--- src/rtl/st7735_spi_decoder_pkg.sv ---
// ST7735 shared constants: command codes, decoder FSM encoding and a
// small helper for loading one byte of a 16-bit window register.
package st7735_spi_decoder_pkg;

  localparam logic [7:0] CMD_SWRESET = 8'h01;
  localparam logic [7:0] CMD_CASET   = 8'h2A;
  localparam logic [7:0] CMD_RASET   = 8'h2B;
  localparam logic [7:0] CMD_RAMWR   = 8'h2C;

  typedef enum logic [2:0] {
    ST_IDLE     = 3'd0,
    ST_CASET_P  = 3'd1,
    ST_RASET_P  = 3'd2,
    ST_RAMWR_HI = 3'd3,
    ST_RAMWR_LO = 3'd4
  } dec_state_t;

  // Replace the high or low byte of a 16-bit value.
  function automatic logic [15:0] set_byte(input logic [15:0] value,
                                           input logic        hi,
                                           input logic [7:0]  b);
    logic [15:0] result;
    if (hi) begin
      result = {b, value[7:0]};
    end else begin
      result = {value[15:8], b};
    end
    return result;
  endfunction

endpackage

--- src/rtl/spi_byte_rx.sv ---
// SPI byte receiver: synchronises the asynchronous panel pins into the
// SYSTEM_CLK domain, detects LCD_CLK rising edges, shifts MOSI MSB first
// and emits a one-cycle byte strobe together with the DC flag.
module spi_byte_rx (
  input  logic       clk,
  input  logic       rst_n,
  input  logic       cs,
  input  logic       lcd_clk,
  input  logic       mosi,
  input  logic       dc,
  input  logic       lcd_reset,
  output logic       byte_valid,
  output logic [7:0] byte_data,
  output logic       byte_dc,
  output logic       srst
);

  logic [1:0] cs_sync_r;
  logic [1:0] clk_sync_r;
  logic [1:0] mosi_sync_r;
  logic [1:0] dc_sync_r;
  logic [1:0] rst_sync_r;
  logic       clk_prev_r;
  logic [2:0] bit_cnt_r;
  logic [6:0] shift_r;
  logic       byte_valid_r;
  logic [7:0] byte_data_r;
  logic       byte_dc_r;

  logic cs_s;
  logic mosi_s;
  logic dc_s;
  logic srst_s;
  logic sclk_rise_s;

  assign cs_s        = cs_sync_r[1];
  assign mosi_s      = mosi_sync_r[1];
  assign dc_s        = dc_sync_r[1];
  assign srst_s      = ~rst_sync_r[1];
  assign sclk_rise_s = clk_sync_r[1] & ~clk_prev_r;

  // Two-flop synchronisers; reset values match an idle, deselected bus.
  always_ff @(posedge clk or negedge rst_n) begin
    if (!rst_n) begin
      cs_sync_r   <= 2'b11;
      clk_sync_r  <= 2'b00;
      mosi_sync_r <= 2'b00;
      dc_sync_r   <= 2'b00;
      rst_sync_r  <= 2'b11;
    end else begin
      cs_sync_r   <= {cs_sync_r[0], cs};
      clk_sync_r  <= {clk_sync_r[0], lcd_clk};
      mosi_sync_r <= {mosi_sync_r[0], mosi};
      dc_sync_r   <= {dc_sync_r[0], dc};
      rst_sync_r  <= {rst_sync_r[0], lcd_reset};
    end
  end

  // Edge detect, shifter and bit counter; a partial byte is dropped while deselected.
  always_ff @(posedge clk or negedge rst_n) begin
    if (!rst_n) begin
      clk_prev_r   <= 1'b0;
      bit_cnt_r    <= 3'd0;
      shift_r      <= 7'd0;
      byte_valid_r <= 1'b0;
      byte_data_r  <= 8'd0;
      byte_dc_r    <= 1'b0;
    end else begin
      clk_prev_r   <= clk_sync_r[1];
      byte_valid_r <= 1'b0;
      if (srst_s || cs_s) begin
        bit_cnt_r <= 3'd0;
      end else if (sclk_rise_s) begin
        shift_r   <= {shift_r[5:0], mosi_s};
        bit_cnt_r <= bit_cnt_r + 3'd1;
        if (bit_cnt_r == 3'd7) begin
          byte_valid_r <= 1'b1;
          byte_data_r  <= {shift_r, mosi_s};
          byte_dc_r    <= dc_s;
        end
      end
    end
  end

  assign byte_valid = byte_valid_r;
  assign byte_data  = byte_data_r;
  assign byte_dc    = byte_dc_r;
  assign srst       = srst_s;

endmodule

--- src/rtl/st7735_spi_decoder.sv ---
// ST7735 SPI decoder: turns the panel's SPI command/data stream into
// command strobes and addressed RGB565 pixel writes inside the
// CASET/RASET window.
module st7735_spi_decoder
  import st7735_spi_decoder_pkg::*;
#(
  parameter int WIDTH  = 128,
  parameter int HEIGHT = 160
) (
  input  logic        SYSTEM_CLK,
  input  logic        RESET_N,
  input  logic        CS,
  input  logic        LCD_CLK,
  input  logic        MOSI,
  input  logic        DC,
  input  logic        LCD_RESET,
  output logic        CMD_VALID,
  output logic [7:0]  CMD,
  output logic        PIXEL_VALID,
  output logic [7:0]  PIXEL_X,
  output logic [7:0]  PIXEL_Y,
  output logic [15:0] PIXEL_DATA
);

  localparam logic [15:0] X_END_RST = 16'(WIDTH - 1);
  localparam logic [15:0] Y_END_RST = 16'(HEIGHT - 1);

  logic       byte_valid_s;
  logic [7:0] byte_s;
  logic       byte_dc_s;
  logic       srst_s;

  dec_state_t  state_r, state_s;
  logic [1:0]  idx_r, idx_s;
  logic [15:0] xs_r, xs_s, xe_r, xe_s, ys_r, ys_s, ye_r, ye_s;
  logic [15:0] x_r, x_s, y_r, y_s;
  logic [7:0]  cmd_r, cmd_s;
  logic        cmd_valid_r, cmd_valid_s;
  logic        pixel_valid_r, pixel_valid_s;
  logic [7:0]  pixel_x_r, pixel_x_s, pixel_y_r, pixel_y_s;
  logic [15:0] pixel_data_r, pixel_data_s;

  spi_byte_rx u_rx (
    .clk        (SYSTEM_CLK),
    .rst_n      (RESET_N),
    .cs         (CS),
    .lcd_clk    (LCD_CLK),
    .mosi       (MOSI),
    .dc         (DC),
    .lcd_reset  (LCD_RESET),
    .byte_valid (byte_valid_s),
    .byte_data  (byte_s),
    .byte_dc    (byte_dc_s),
    .srst       (srst_s)
  );

  // Next-state decode: panel reset, then commands, then data bytes by state.
  always_comb begin
    state_s       = state_r;
    idx_s         = idx_r;
    xs_s          = xs_r;
    xe_s          = xe_r;
    ys_s          = ys_r;
    ye_s          = ye_r;
    x_s           = x_r;
    y_s           = y_r;
    cmd_s         = cmd_r;
    cmd_valid_s   = 1'b0;
    pixel_valid_s = 1'b0;
    pixel_x_s     = pixel_x_r;
    pixel_y_s     = pixel_y_r;
    pixel_data_s  = pixel_data_r;

    if (srst_s) begin
      // Panel reset pin behaves like SWRESET without a command strobe.
      state_s = ST_IDLE;
      idx_s   = 2'd0;
      xs_s    = 16'd0;
      xe_s    = X_END_RST;
      ys_s    = 16'd0;
      ye_s    = Y_END_RST;
    end else if (byte_valid_s && !byte_dc_s) begin
      cmd_valid_s = 1'b1;
      cmd_s       = byte_s;
      idx_s       = 2'd0;
      case (byte_s)
        CMD_SWRESET: begin
          state_s = ST_IDLE;
          xs_s    = 16'd0;
          xe_s    = X_END_RST;
          ys_s    = 16'd0;
          ye_s    = Y_END_RST;
        end
        CMD_CASET: state_s = ST_CASET_P;
        CMD_RASET: state_s = ST_RASET_P;
        CMD_RAMWR: begin
          x_s     = xs_r;
          y_s     = ys_r;
          state_s = ST_RAMWR_HI;
        end
        default: state_s = ST_IDLE;
      endcase
    end else if (byte_valid_s) begin
      case (state_r)
        ST_CASET_P: begin
          // Parameter order: start hi, start lo, end hi, end lo.
          if (idx_r[1]) begin
            xe_s = set_byte(xe_r, ~idx_r[0], byte_s);
          end else begin
            xs_s = set_byte(xs_r, ~idx_r[0], byte_s);
          end
          idx_s = idx_r + 2'd1;
          if (idx_r == 2'd3) begin
            state_s = ST_IDLE;
          end else begin
            state_s = ST_CASET_P;
          end
        end
        ST_RASET_P: begin
          if (idx_r[1]) begin
            ye_s = set_byte(ye_r, ~idx_r[0], byte_s);
          end else begin
            ys_s = set_byte(ys_r, ~idx_r[0], byte_s);
          end
          idx_s = idx_r + 2'd1;
          if (idx_r == 2'd3) begin
            state_s = ST_IDLE;
          end else begin
            state_s = ST_RASET_P;
          end
        end
        ST_RAMWR_HI: begin
          pixel_data_s = {byte_s, pixel_data_r[7:0]};
          state_s      = ST_RAMWR_LO;
        end
        ST_RAMWR_LO: begin
          pixel_data_s  = {pixel_data_r[15:8], byte_s};
          pixel_valid_s = 1'b1;
          pixel_x_s     = x_r[7:0];
          pixel_y_s     = y_r[7:0];
          state_s       = ST_RAMWR_HI;
          // Raster advance with wrap back to the window origin.
          if (x_r == xe_r) begin
            x_s = xs_r;
            if (y_r == ye_r) begin
              y_s = ys_r;
            end else begin
              y_s = y_r + 16'd1;
            end
          end else begin
            x_s = x_r + 16'd1;
          end
        end
        default: state_s = ST_IDLE;
      endcase
    end else begin
      state_s = state_r;
    end
  end

  // Decoder state and registered outputs.
  always_ff @(posedge SYSTEM_CLK or negedge RESET_N) begin
    if (!RESET_N) begin
      state_r       <= ST_IDLE;
      idx_r         <= 2'd0;
      xs_r          <= 16'd0;
      xe_r          <= X_END_RST;
      ys_r          <= 16'd0;
      ye_r          <= Y_END_RST;
      x_r           <= 16'd0;
      y_r           <= 16'd0;
      cmd_r         <= 8'h00;
      cmd_valid_r   <= 1'b0;
      pixel_valid_r <= 1'b0;
      pixel_x_r     <= 8'd0;
      pixel_y_r     <= 8'd0;
      pixel_data_r  <= 16'd0;
    end else begin
      state_r       <= state_s;
      idx_r         <= idx_s;
      xs_r          <= xs_s;
      xe_r          <= xe_s;
      ys_r          <= ys_s;
      ye_r          <= ye_s;
      x_r           <= x_s;
      y_r           <= y_s;
      cmd_r         <= cmd_s;
      cmd_valid_r   <= cmd_valid_s;
      pixel_valid_r <= pixel_valid_s;
      pixel_x_r     <= pixel_x_s;
      pixel_y_r     <= pixel_y_s;
      pixel_data_r  <= pixel_data_s;
    end
  end

  assign CMD_VALID   = cmd_valid_r;
  assign CMD         = cmd_r;
  assign PIXEL_VALID = pixel_valid_r;
  assign PIXEL_X     = pixel_x_r;
  assign PIXEL_Y     = pixel_y_r;
  assign PIXEL_DATA  = pixel_data_r;

endmodule

--- config.mk ---
export PLATFORM = sky130hd
export DESIGN_NAME = st7735_spi_decoder
export DESIGN_NICKNAME = d
export VERILOG_FILES = /design/src/rtl/st7735_spi_decoder_pkg.sv /design/src/rtl/spi_byte_rx.sv /design/src/rtl/st7735_spi_decoder.sv
export SDC_FILE = /design/constraint.sdc
export NUM_CORES = 1
export LEC_CHECK = 0
export CORE_MARGIN = 8
export CORE_UTILIZATION = 40
export DETAILED_ROUTE_END_ITERATION = 12
export GPL_TIMING_DRIVEN = 0
export PLACE_DENSITY = 0.7
export SETUP_SLACK_MARGIN = 0.2
export SLEW_MARGIN = 20
export SYNTH_ARGS = -nofsm -noshare
export SYNTH_HDL_FRONTEND = slang
export SYNTH_SLANG_ARGS = --single-unit
--- constraint.sdc ---
create_clock -name SYSTEM_CLK -period 1.9 [get_ports SYSTEM_CLK]
set_input_delay 0.285 -clock SYSTEM_CLK [delete_from_list [all_inputs] [get_ports SYSTEM_CLK]]
set_output_delay 0.285 -clock SYSTEM_CLK [all_outputs]
set_load 0.1 [all_outputs]
==> out/metrics.yaml <==
numCtsBuffers: 17
r2r_slack_ns: -0.22
grt_use_met1_pct: 20.7
hold_violations: 0
fin_hold_ws_ns: 0.251
yosysWarningCount: 0
first_global_vias: 6216
drt-total-wl_um: 21000
wl_per_cell_um: 18.9
synth_edf_count: 0
place_ws_ns: -0.527
max-cap-violations: 0
die_h_um: 158
criticalPathCategory: "reg -> reg"
start_util_pct: 40.2
critical-path-top-delay-family: "simple AND/OR/NAND/NOR gates"
postRouteAntennaNets: 0
fin_util_pct: 55.2
cts_num_sinks: 174
critical_path_cell_count: 10
nets: 838
min_period_over_period_pct: 111
endpoint: "y_r[1]"
clockRootBuffer: "clkbuf_16"
layoutNonFillerInstCount: 1109
finalClockSkew_ns: 0.0170
cts_max_level: 4
swShare_pct: 23.5
rows: 52
crit_fanout: 7
violations: "negative setup slack"
crit_slowest_cell: "dfrtp_2"
vias: 6081
clkPwrFrac_pct: 46.0
diodes: 0
finalWorstPathRequiredPeriod_ns: 2.12
boundaryPins: 49
crit_start: "x_r[14]"
arrival_ns: 2.48
crit_buf_inv: 4
required_ns: 2.26
rsz0062_at_grt: "yes"
setup_tns_ns: -6.84
clkLatencyLatePin_ns: 0.44
met2_usage_pct: 29.0
ir_worst_vdd_uv: 662
dp_hpwl_um: 13000
combinationalPowerShare_pct: 5.4
cp_slowest_stage_delay_ns: 0.44
clk_pin_slew_ns: 0.07
antenna_found_initial: 0
cts_tree: "built"
area_delta_synth_final_pct: 37.2
grt.busiest_layer: "met2"
fp.coreArea_um2: 20000
ff2ff_path_depth: 10
r2r-end: "y_r[1]"
synth_seq_area_share_pct: 54.5
netlist_instances: 704
fin_ws_ns: -0.217
slew_headroom_pct: 50.7
grtUsageMet3_pct: 3.74
yosysMostFrequentCell: "dfrtp_1"
syn_area_per_cell_um2: 11.4
drive_above_1_share_pct: 45.3
async_flop_share_pct: 100
finalSetupViolations: 87
synth_fp_nets: 716
cp_cell_sequence: "xor2_1, nor4_2, nand4_1, buf_4, a21oi_4, buf_12, buf_6, clkbuf_16, nor2_4, a21oi_2"
drc_errors: 0
synth_area_um2: 8030
ys_top_cells_by_count: "157 x dfrtp_1, 97 x mux2_2, 55 x a21oi_1"
drt_iter0_drc: 416
fmax_mhz: 472
synth.area.top_cells: "dfrtp_1 49%, mux2_2 14%, dfstp_2 5.6%"
dp_cells: 1023
grt.total_usage_pct: 16.9
drt_pass1_iterations: 5
r2r_start: "x_r[14]"
startpoint_type: "flip-flop"
grt_pass1_wl_um: 32900
via_per_inst: 5.48
end_kind: "flip-flop"
synth_seq_cells: 174
slew_viol_final: 0
io_buffers: 48
place_congestion: 0.874
synth_top_area_share_pct: 48.9
worst_pin_slew_ns: 0.740
p_int_mw: 6.14
seq_power_share_pct: 48.5
dieArea_um2: 24900
grt.overflow.total: 0
switchingPower_mw: 1.89
ctsLongestPathBuffers: 2
synth.distinct_cells: 52
power_density_nw_per_um2: 729
leakage_nw: 5.17
synth_top_flop_cell: "dfrtp_1"
grt_max_degree: 100
die_w_um: 158
status: "finished with violations"
yosysTopAreaCell: "dfrtp_1"
min_path_type: "in -> reg"
==> routing by layer <==
layer  wire, um  share of wire (%)  vias to the layer above
met5          0                  0                        -
met4        763                3.6                        0
met3       1060                5.0                       50
met2      10300                 49                      217
met1       8830                 42                     3073
li1           -                  -                     2741
==> final cells by class <==
type	instances	area, um2
plain buffers	38	364
clock buffers	17	425
clock inverters	15	195
fillers	1571	8960
inverters	17	63.8
multi-input cells	475	4000
flip-flops and latches	174	4390
well taps	270	338
repair buffers	103	1250
==> per-stage QoR <==
| stage | power, mW | cell area (um2) |
|---|---|---|
| 3_3_place_gp | 4.24 | 8950 |
| 5_1_grt | 8.27 | 11000 |
| 6_report | 8.03 | 11000 |
| 3_5_place_dp | 4.26 | 8980 |
| 2_1_floorplan | 4.11 | 8130 |
| 4_1_cts | 8.03 | 10600 |
==> timing repair <==
| item | in CTS | in global routing |
|---|---|---|
| cloned | 6 | 1 |
| hold buffers | 1 | 0 |
| pin swaps | 38 | 17 |
| setup buffers | 36 | 10 |
| endpoints found under the setup margin | 177 | 131 |
| resized for setup | 272 | 88 |
| endpoints found under the hold margin | 88 | 0 |
==> sequential cells by signal, summed over array words and instances, names as in the netlist, 3 cells and up <==
signal          count
ys_r               16
PIXEL_X             8
u_rx.byte_data      8
ye_r               16
xs_r               16
u_rx.bit_cnt_r      3
y_r                16
PIXEL_Y             8
state_r             3
xe_r               16
u_rx.shift_r        7
PIXEL_DATA         16
CMD                 8
x_r                16
==> logic make-up (layout without fill, tap and decap cells) <==
family,count (synthesis),in the layout,synth area share [%]
AND/OR/NAND/NOR,192,192,12.2
multiplexers,121,121,16.6
XOR/XNOR,38,38,4.15
adder cells (fa/ha/maj),5,5,0.779
flip-flops,174,174,54.5
buffers and inverters,55,190,2.88
AO/OA/AOI/OAI,119,119,8.88
==> how the worst min path moves through the flow <==
stage / from / to / slack [ns] / cells after the start
floorplan: RESET_N / CMD[0] / -0.01 / 0
global placement: u_rx.mosi_sync_r[0] / u_rx.mosi_sync_r[1] / 0.33 / 0
detailed placement: u_rx.mosi_sync_r[0] / u_rx.mosi_sync_r[1] / 0.34 / 0
CTS: CS / u_rx.cs_sync_r[0] / 0.24 / 1
global route: LCD_RESET / u_rx.rst_sync_r[0] / 0.24 / 1
finish: CS / u_rx.cs_sync_r[0] / 0.25 / 1
==> cells in the final DEF (no fill, tap or decap), types with 21 or more instances in the layout <==
cell type and instances:
dfrtp_1 147, mux2_2 70, clkdlybuf4s15_2 40, nand2_1 38, a21oi_1 37, xor2_1 33
mux2_4 29, buf_4 26, buf_6 21, nand3_1 21, mux2i_1 21
==> power by group through the flow <==
stage / Clock, mW / Combinational [mW] / Sequential, mW
global route: 3.89 / 0.478 / 3.90
finish: 3.70 / 0.437 / 3.89
detailed placement: 0 / 0.317 / 3.95
global placement: 0 / 0.301 / 3.94
floorplan: 0 / 0.180 / 3.93
CTS: 3.74 / 0.399 / 3.88
Note: power is estimated with default switching activity, not from simulation.
